**src/rtl/mux_scan_reg.sv**
```systemverilog
// ---------------------------------------------------------------------------
// mux_scan_reg
//   N_CH-channel, W-bit multiplexer with a registered valid/ready output
//   stage.  In DIRECT mode it captures the channel picked by sel; in SCAN mode
//   it walks channels 0..N_CH-1 on its own, taking DWELL samples per channel.
//   A new sample is captured only when sample_en is high and the output stage
//   is empty or being drained in the same cycle.
//
// Ports
//   clk        rising-edge clock
//   rst_n      asynchronous active-low reset
//   in         packed channel bus, channel k at in[k*W +: W]
//   sel        channel select (DIRECT mode only)
//   mode       0 = DIRECT, 1 = SCAN (looked at only when a sample is loaded)
//   sample_en  request to capture a new sample
//   out_ready  consumer accepts the current beat
//   out        captured channel data
//   out_ch     channel index of the current beat
//   out_valid  beat valid
//   out_last   final sample of the last channel in a scan pass
//   sel_err    beat was captured with an out-of-range sel
// ---------------------------------------------------------------------------
module mux_scan_reg #(
    parameter int  N_CH  = 16,
    parameter int  W     = 8,
    parameter int  DWELL = 2,
    localparam int SEL_W = $clog2(N_CH)
) (
    input  logic              clk,
    input  logic              rst_n,
    input  logic [N_CH*W-1:0] in,
    input  logic [SEL_W-1:0]  sel,
    input  logic              mode,
    input  logic              sample_en,
    input  logic              out_ready,
    output logic [W-1:0]      out,
    output logic [SEL_W-1:0]  out_ch,
    output logic              out_valid,
    output logic              out_last,
    output logic              sel_err
);

    localparam int CNT_W = (DWELL > 1) ? $clog2(DWELL) : 1;

    localparam logic [0:0] ST_DIRECT = 1'b0;
    localparam logic [0:0] ST_SCAN   = 1'b1;

    localparam logic [SEL_W-1:0] LAST_CH    = SEL_W'(N_CH - 1);
    localparam logic [CNT_W-1:0] LAST_DWELL = CNT_W'(DWELL - 1);

    logic [0:0]       state_q,  state_d;
    logic [SEL_W-1:0] ch_ptr_q, ch_ptr_d;
    logic [CNT_W-1:0] dwell_q,  dwell_d;
    logic [W-1:0]     out_q,    out_d;
    logic [SEL_W-1:0] out_ch_q, out_ch_d;
    logic             valid_q,  valid_d;
    logic             last_q,   last_d;
    logic             err_q,    err_d;

    logic             load;
    logic [SEL_W-1:0] scan_ptr;
    logic [CNT_W-1:0] scan_cnt;

    // Explicit compare-and-select so an index that is not a real channel
    // yields zero instead of aliasing onto some other channel.
    function automatic logic [W-1:0] pick(input logic [N_CH*W-1:0] bus,
                                          input logic [SEL_W-1:0]  idx);
        logic [W-1:0] res;
        res = '0;
        for (int k = 0; k < N_CH; k++) begin
            if (int'(idx) == k) begin
                res = bus[k*W +: W];
            end
        end
        return res;
    endfunction

    // Next-state logic.  A load either fills an empty stage or replaces a beat
    // that is leaving this very cycle, so out_valid never bubbles.  Entering
    // SCAN from DIRECT starts the walk at channel 0, dwell 0, and that same
    // load already captures the first scan sample.
    always_comb begin
        load     = sample_en & (~valid_q | out_ready);
        scan_ptr = (state_q == ST_SCAN) ? ch_ptr_q : '0;
        scan_cnt = (state_q == ST_SCAN) ? dwell_q  : '0;

        state_d  = state_q;
        ch_ptr_d = ch_ptr_q;
        dwell_d  = dwell_q;
        out_d    = out_q;
        out_ch_d = out_ch_q;
        valid_d  = valid_q;
        last_d   = last_q;
        err_d    = err_q;

        if (load) begin
            valid_d = 1'b1;
            if (mode) begin
                state_d  = ST_SCAN;
                out_d    = pick(in, scan_ptr);
                out_ch_d = scan_ptr;
                err_d    = 1'b0;
                last_d   = (scan_ptr == LAST_CH) && (scan_cnt == LAST_DWELL);
                if (scan_cnt == LAST_DWELL) begin
                    dwell_d  = '0;
                    ch_ptr_d = (scan_ptr == LAST_CH) ? '0 : scan_ptr + SEL_W'(1);
                end else begin
                    dwell_d  = scan_cnt + CNT_W'(1);
                    ch_ptr_d = scan_ptr;
                end
            end else begin
                state_d  = ST_DIRECT;
                ch_ptr_d = '0;
                dwell_d  = '0;
                out_ch_d = sel;
                last_d   = 1'b0;
                if (int'(sel) < N_CH) begin
                    out_d = pick(in, sel);
                    err_d = 1'b0;
                end else begin
                    out_d = '0;
                    err_d = 1'b1;
                end
            end
        end else if (out_ready) begin
            valid_d = 1'b0;
        end
    end

    // State and output registers; reset discards any pending beat.
    always_ff @(posedge clk or negedge rst_n) begin
        if (!rst_n) begin
            state_q  <= ST_DIRECT;
            ch_ptr_q <= '0;
            dwell_q  <= '0;
            out_q    <= '0;
            out_ch_q <= '0;
            valid_q  <= 1'b0;
            last_q   <= 1'b0;
            err_q    <= 1'b0;
        end else begin
            state_q  <= state_d;
            ch_ptr_q <= ch_ptr_d;
            dwell_q  <= dwell_d;
            out_q    <= out_d;
            out_ch_q <= out_ch_d;
            valid_q  <= valid_d;
            last_q   <= last_d;
            err_q    <= err_d;
        end
    end

    assign out       = out_q;
    assign out_ch    = out_ch_q;
    assign out_valid = valid_q;
    assign out_last  = last_q;
    assign sel_err   = err_q;

endmodule

```
**config.mk**
```make
export PLATFORM = sky130hd
export DESIGN_NAME = mux_scan_reg
export DESIGN_NICKNAME = d
export VERILOG_FILES = /design/src/rtl/mux_scan_reg.sv
export SDC_FILE = /design/constraint.sdc
export NUM_CORES = 1
export LEC_CHECK = 0
export CAP_MARGIN = 20
export CORE_UTILIZATION = 30
export DETAILED_ROUTE_END_ITERATION = 10
export SYNTH_ARGS = -nofsm -noshare
export SYNTH_HDL_FRONTEND = slang
export SYNTH_SLANG_ARGS = --single-unit
```
**constraint.sdc**
```tcl
create_clock -name clk -period 2.1 [get_ports clk]
set_clock_uncertainty 0.15 [all_clocks]
set_input_delay 0.21 -clock clk [delete_from_list [all_inputs] [get_ports clk]]
set_output_delay 0.21 -clock clk [all_outputs]
set_load 0.02 [all_outputs]
```
==> impl_metrics.env, run 1 <==
export IMPL_status="finished, violations left"
export IMPL_failed_checks="setup timing"
export IMPL_initial_utilization_pct=31.27
export IMPL_grt_pass1_vias=5756
export IMPL_netlist_area_mm2=0.003802
export IMPL_holdWs_ns=0.1493
export IMPL_clk_pin_slew_ns=0.07
export IMPL_fmax_mhz=442.5
export IMPL_avgSynthCellArea_um2=7.174
export IMPL_antenna_found_initial=0
export IMPL_drive_gt1_share_pct=28.93
export IMPL_report_final_slew_viol_count=0
export IMPL_diodes=0
export IMPL_fp_dieH_um=114.6
export IMPL_async_reset_ff_share_pct=100.0
export IMPL_drtIter0Drc=603
export IMPL_ys_seq_area_share_pct=13.16
export IMPL_final_antenna_net_count=0
export IMPL_cts_sinks=20
export IMPL_via_per_inst=6.159
export IMPL_gp_congestion=0.9750
export IMPL_cp_common_cell="buf_4"
export IMPL_io_pins=152
export IMPL_setup_viol=6
export IMPL_place_ws_ns=-0.2752
export IMPL_switching_share_pct=37.90
export IMPL_power_mw=2.591
export IMPL_coreArea_mm2=0.01216
export IMPL_dr_pass1_iters=5
export IMPL_grt_start_max_net_pins=21
export IMPL_htree_levels=1
export IMPL_maxCapViolations=0
export IMPL_yosys_cell_types_count=72
export IMPL_intPower_mw=1.609
export IMPL_crit_slowest_cell="dfrtp_2"
export IMPL_yosys_warnings=0
export IMPL_rows=40
export IMPL_final_cell_mix="148 x clkdlybuf4s50_1, 141 x buf_4, 58 x nand2_1, 38 x a21oi_1, 34 x o21ai_0"
export IMPL_nFillCells=1176
export IMPL_required_ns=2.14
export IMPL_grt_use_total_pct=35.03
export IMPL_period_needed_ns=2.260
export IMPL_crit_type="flop to flop"
export IMPL_final_net_count=933
export IMPL_grt_pass1_wl_um=34200
export IMPL_arrival_ns=2.30
export IMPL_path_max_fanout=7
export IMPL_clockBufferDepth=2
export IMPL_synth_seq_cells=20
export IMPL_vdd_drop_max_uv=309.7
export IMPL_hold_viol=0
export IMPL_insertion_delay_ns=0.27
export IMPL_drc_errors=0
export IMPL_layout_commonest_cell="clkdlybuf4s50_1"
export IMPL_timing_final_ws_setup_ns=-0.1600
export IMPL_rrSetupSlack_ns=-0.16
export IMPL_drt_total_wl_um=23330
export IMPL_fin_crit_sh_pct=107.6
export IMPL_slowest_delay_ns=0.48
export IMPL_dp_hpwl_um=18880
export IMPL_p_leak_nw=2.744
export IMPL_power_frac_clock_pct=22.3
export IMPL_path_cells="buf_4 -> buf_4 -> nand2b_1 -> o21ai_0 -> a22o_1 -> a2111oi_4 -> o21ai_1 -> a21oi_1"
export IMPL_chipWidth_um=114.6
export IMPL_power_frac_comb_pct=58.6
export IMPL_cp_start_kind="flop"
export IMPL_syn_inst=530
export IMPL_cts_buffers=3
export IMPL_via_count=5931
export IMPL_drt_wirelength_per_cell_um=24.23
export IMPL_hold_path_class="input port to async pin"
export IMPL_overflow=0
export IMPL_cts_tree="built"
export IMPL_io_buffers=150
export IMPL_dieArea_mm2=0.01313
export IMPL_synthFlopType="dfrtp_1"
export IMPL_synth_edf_count=0
export IMPL_rsz0062_at_grt="true"
export IMPL_syn2layout_area_growth_pct=81.11
export IMPL_power_density_mw_per_mm2=376.3
export IMPL_seq_power_share_pct=19.0
export IMPL_root_buffer="clkbuf_16"
export IMPL_synth_nets=667
export IMPL_p_sw_uw=982.2
export IMPL_endpoint_kind="flop"
area by class of cell:
cell class	count	area [µm²]	share of cell area (%)
clock buffers	3	75.07	1.090
clock inverters	1	30.03	0.4360
inverters	13	51.30	0.7449
multi-input cells	451	3211	46.62
flip-flops and latches	20	504.2	7.322
well taps	168	210.2	3.052
repair buffers	307	2805	40.73
state kept, by name (all words and copies together) (netlist names):
register   count
ch_ptr_q       4
dwell_q        1
out            8
out_ch         4
out_last       1
out_valid      1
state_q        1
power by group through the flow:
| stage | registers, mW | logic [mW] | clock network, mW |
|---|---|---|---|
| floorplan | 0.538 | 0.537 | 0 |
| global placement | 0.498 | 1.41 | 0 |
| detailed placement | 0.498 | 1.40 | 0 |
| CTS | 0.492 | 1.45 | 0.571 |
| global route | 0.499 | 1.59 | 0.593 |
| finish | 0.493 | 1.52 | 0.578 |
kinds of logic (layout without fill, tap and decap cells):
family / after synthesis / after routing / share of synthesized area (%)
simple gates: 201 / 201 / 26.72
xor+xnor: 1 / 1 / 0.2304
other cells: 1 / 1 / 0.09862
buf+inv: 59 / 324 / 7.173
compound gates: 204 / 204 / 37.15
flops: 20 / 20 / 13.16
mux: 44 / 44 / 15.47
critical path, delay by kind of cell, from the launching register on:
kind | cells | cell delay (ns)
AO/OA/AOI/OAI | 5 | 0.96
flip-flops | 1 | 0.48
buffers and inverters | 2 | 0.34
AND/OR/NAND/NOR | 1 | 0.24
through the flow:
| step | setup TNS (ns) | area (µm²) | utilization [%] | cells |
|---|---|---|---|---|
| finish | -0.4865 | 6887 | 56.63 | 963 |
| global route | -1.024 | 6887 | 56.63 | 963 |
| CTS | -0.4498 | 6663 | 54.78 | 953 |
| detailed placement | -1.496 | 6419 | 52.78 | 942 |
| global placement | -1.532 | 6419 | 52.78 | 942 |
| floorplan | 0 | 3802 | - | 530 |
worst paths after layout:
check / from / cells after the start / end
setup reg to reg: ch_ptr_q[2] / 8 / out[5]
setup / recovery: ch_ptr_q[2] / 8 / out[5]
hold reg to reg: out_last / 2 / out_last
max in group asynchronous: rst_n / 2 / ch_ptr_q[1]
hold / removal: rst_n / 2 / out_valid
min in group clk: out_last / 2 / out_last
synth_stat cells (all sizes together) (3+ instances only):
master	number	area share, %
mux4	11	6.5
nand2	60	5.9
mux2	8	2.4
nor4	11	2.0
inv	13	1.3
buf	31	4.4
nand3	18	2.4
a221oi	4	1.1
o2111ai	3	0.69
a21o	4	0.79
o211ai	6	1.2
and3b	3	0.69
o221ai	9	2.1
nor2	33	3.3
and2	4	0.66
a31oi	9	1.5
dfrtp	20	13
a21oi	40	5.3
a22o	8	1.8
a22oi	15	3.0
o21ai	43	5.7
nand2b	15	2.5
nor3b	3	0.72
clkbuf	15	1.5
nand4	5	0.82
o31ai	8	1.6
a211oi	8	1.6
o22ai	19	3.3
nor2b	17	2.8
nor3	23	3.2
mux2i	25	6.6
routing by layer:
layer	up-vias	share of wire, %	global-route usage [%]
met1	2874	41	46.14
met2	408	46	57.62
met5	-	0	0
met4	0	4.3	13.94
li1	2584	-	-
met3	65	8.7	4.923
what timing repair did:
| action | in CTS | in global routing |
|---|---|---|
| hold buffers | 0 | 0 |
| gates resized for setup | 26 | 31 |
| setup buffers | 7 | 10 |
| pin swaps | 9 | 18 |
| endpoints found under the setup margin | 8 | 8 |
| cloned | 0 | 1 |
| hold endpoints to repair | 0 | 0 |
No activity file was read; power rests on OpenSTA's default activity.
==> inputs of run 2 (changes only) <==
CAP_MARGIN = 40   (was 20)
HOLD_SLACK_MARGIN = 0.12   (was default)
==> results of run 2 <==
The final DEF is identical to that of run 1; final timing and power are the same.
==> inputs of run 3 (changes only) <==
CORE_ASPECT_RATIO = 0.7   (was default)
SLEW_MARGIN = 5   (was default)
==> run 3 against run 2 <==
The run still ends with setup timing left. Sequential share of layout area shrank 0.17 points. Sequential power is 2% lower. Via count down 1.1%. Critical path depth unchanged. Setup slack gained 0.041 ns. Register-to-register slack gained 0.04 ns. Final area up 2.2%. Die area hardly changed. First-iteration DRC count grew 9.1%. Final cell count decreased by 0.31%. Largest power group unchanged. Count of clock-buffer cells in the layout stayed put. Combinational power up 3%.
==> impl_metrics.env, run 3 (synthesis results as in run 1) <==
export IMPL_report_final_slew_viol_count=0
export IMPL_clockBufferDepth=2
export IMPL_drive_gt1_share_pct=31.13
export IMPL_power_frac_comb_pct=60.0
export IMPL_finalSetupTns_ns=-0.2889
export IMPL_maxCapViolations=0
export IMPL_htree_levels=1
export IMPL_holdWs_ns=0.1565
export IMPL_io_buffers=150
export IMPL_gp_congestion=0.9618
export IMPL_power_density_mw_per_mm2=370.3
export IMPL_rows=33
export IMPL_post_route_util_pct=58.57
export IMPL_layout_commonest_cell="clkdlybuf4s50_1"
export IMPL_drc_errors=0
export IMPL_fin_crit_sh_pct=105.7
export IMPL_setup_viol=4
export IMPL_grt_start_max_net_pins=35
export IMPL_via_per_inst=6.107
export IMPL_overflow=0
export IMPL_io_pins=152
export IMPL_place_ws_ns=-0.3868
export IMPL_dp_hpwl_um=18980
export IMPL_cts_sinks=20
export IMPL_cts_hold_buf=0
export IMPL_fp_dieH_um=96.19
export IMPL_timing_final_ws_setup_ns=-0.1189
export IMPL_cp_start_kind="flop"
export IMPL_crit_slowest_cell="dfrtp_1"
export IMPL_chipWidth_um=136.6
export IMPL_required_ns=2.14
export IMPL_slowest_delay_ns=0.41
export IMPL_syn2layout_area_growth_pct=85.06
export IMPL_insertion_delay_ns=0.27
export IMPL_cts_tree="built"
export IMPL_intPower_mw=1.631
export IMPL_rsz0062_at_grt="true"
export IMPL_antenna_found_initial=0
export IMPL_path_cells="buf_12 -> o41ai_4 -> buf_6 -> nand2_2 -> a22o_4 -> a2111oi_4 -> o21ai_1 -> a21oi_1"
export IMPL_arrival_ns=2.25
export IMPL_endpoint_kind="flop"
export IMPL_failed_checks="setup timing"
export IMPL_path_max_fanout=14
export IMPL_drt_total_wl_um=23160
export IMPL_diodes=0
export IMPL_via_count=5863
export IMPL_final_cell_mix="148 x clkdlybuf4s50_1, 145 x buf_4, 55 x nand2_1, 37 x a21oi_1"
export IMPL_dieArea_mm2=0.01314
export IMPL_power_frac_clock_pct=21.5
export IMPL_clk_pin_slew_ns=0.07
export IMPL_switching_share_pct=37.41
export IMPL_vdd_drop_max_uv=346.5
export IMPL_drt_wirelength_per_cell_um=24.13
export IMPL_initial_utilization_pct=31.65
export IMPL_fmax_mhz=450.7
export IMPL_path_buf_inv=2
export IMPL_status="finished, violations left"
export IMPL_cp_top_family="compound AO/OA/AOI/OAI gates"
export IMPL_final_antenna_net_count=0
export IMPL_root_buffer="clkbuf_16"
export IMPL_grt_use_total_pct=35.46
export IMPL_rrSetupSlack_ns=-0.12
export IMPL_hold_viol=0
export IMPL_p_leak_nw=2.840
export IMPL_drtIter0Drc=658
export IMPL_power_mw=2.606
export IMPL_seq_power_share_pct=18.5
export IMPL_coreArea_mm2=0.01202
export IMPL_dr_pass1_iters=5
export IMPL_crit_type="flop to flop"
export IMPL_p_sw_uw=974.7
export IMPL_grt_pass1_vias=5627
export IMPL_period_needed_ns=2.219
export IMPL_grt_pass1_wl_um=34030
export IMPL_final_net_count=941
export IMPL_hold_path_class="input port to async pin"
export IMPL_cts_buffers=3
export IMPL_largest_reg_flops=8
run 3: repair_timing:
action | in CTS | in global routing
gates resized for setup | 39 | 39
endpoints found under the setup margin | 8 | 8
setup buffers | 5 | 5
cloned | 1 | 0
pin swaps | 8 | 21
run 3: worst register-to-register path, stage by stage (launching register included):
cell,delay [ns]
dfrtp_1,0.41
buf_12,0.16
o41ai_4,0.33
buf_6,0.19
nand2_2,0.06
a22o_4,0.26
a2111oi_4,0.32
o21ai_1,0.10
a21oi_1,0.16
run 3: power groups by stage:
| stage | Combinational (mW) | Sequential, mW | Clock [mW] |
|---|---|---|---|
| 2_1_floorplan | 0.537 | 0.538 | 0 |
| 3_3_place_gp | 1.45 | 0.486 | 0 |
| 3_5_place_dp | 1.44 | 0.487 | 0 |
| 4_1_cts | 1.50 | 0.483 | 0.564 |
| 5_1_grt | 1.64 | 0.490 | 0.583 |
| 6_report | 1.56 | 0.482 | 0.559 |
run 3: per-layer routing:
| metal | vias to the layer above | wire (µm) | GRT usage (%) |
|---|---|---|---|
| met1 | 2785 | 10600 | 51.84 |
| li1 | 2626 | - | - |
| met5 | - | 0 | 0 |
| met2 | 409 | 9337 | 51.61 |
| met4 | 0 | 542 | 8.796 |
| met3 | 43 | 2682 | 8.004 |
run 3: worst paths after layout:
| kind | startpoint | endpoint | depth (start not counted) |
|---|---|---|---|
| worst min register to register | out_last | out_last | 2 |
| max in group asynchronous | rst_n | state_q | 2 |
| worst min-delay path | rst_n | out_ch[3] | 2 |
| worst max register to register | ch_ptr_q[3] | out[5] | 8 |
| worst max-delay path | ch_ptr_q[3] | out[5] | 8 |
| min in group clk | out_last | out_last | 2 |
run 3: per-stage QoR:
step	cells	cell area, µm²
floorplan	530	3802
global placement	946	6543
detailed placement	946	6543
CTS	956	6862
global route	960	7037
finish	960	7037
run 3: layout make-up:
cell class | count | area [µm²]
inverters | 13 | 57.56
clock inverters | 1 | 30.03
repair buffers | 315 | 2909
fillers | 1106 | 4979
well taps | 157 | 196.4
multi-input cells | 451 | 3266
flip-flops and latches | 20 | 503.0
clock buffers | 3 | 75.07
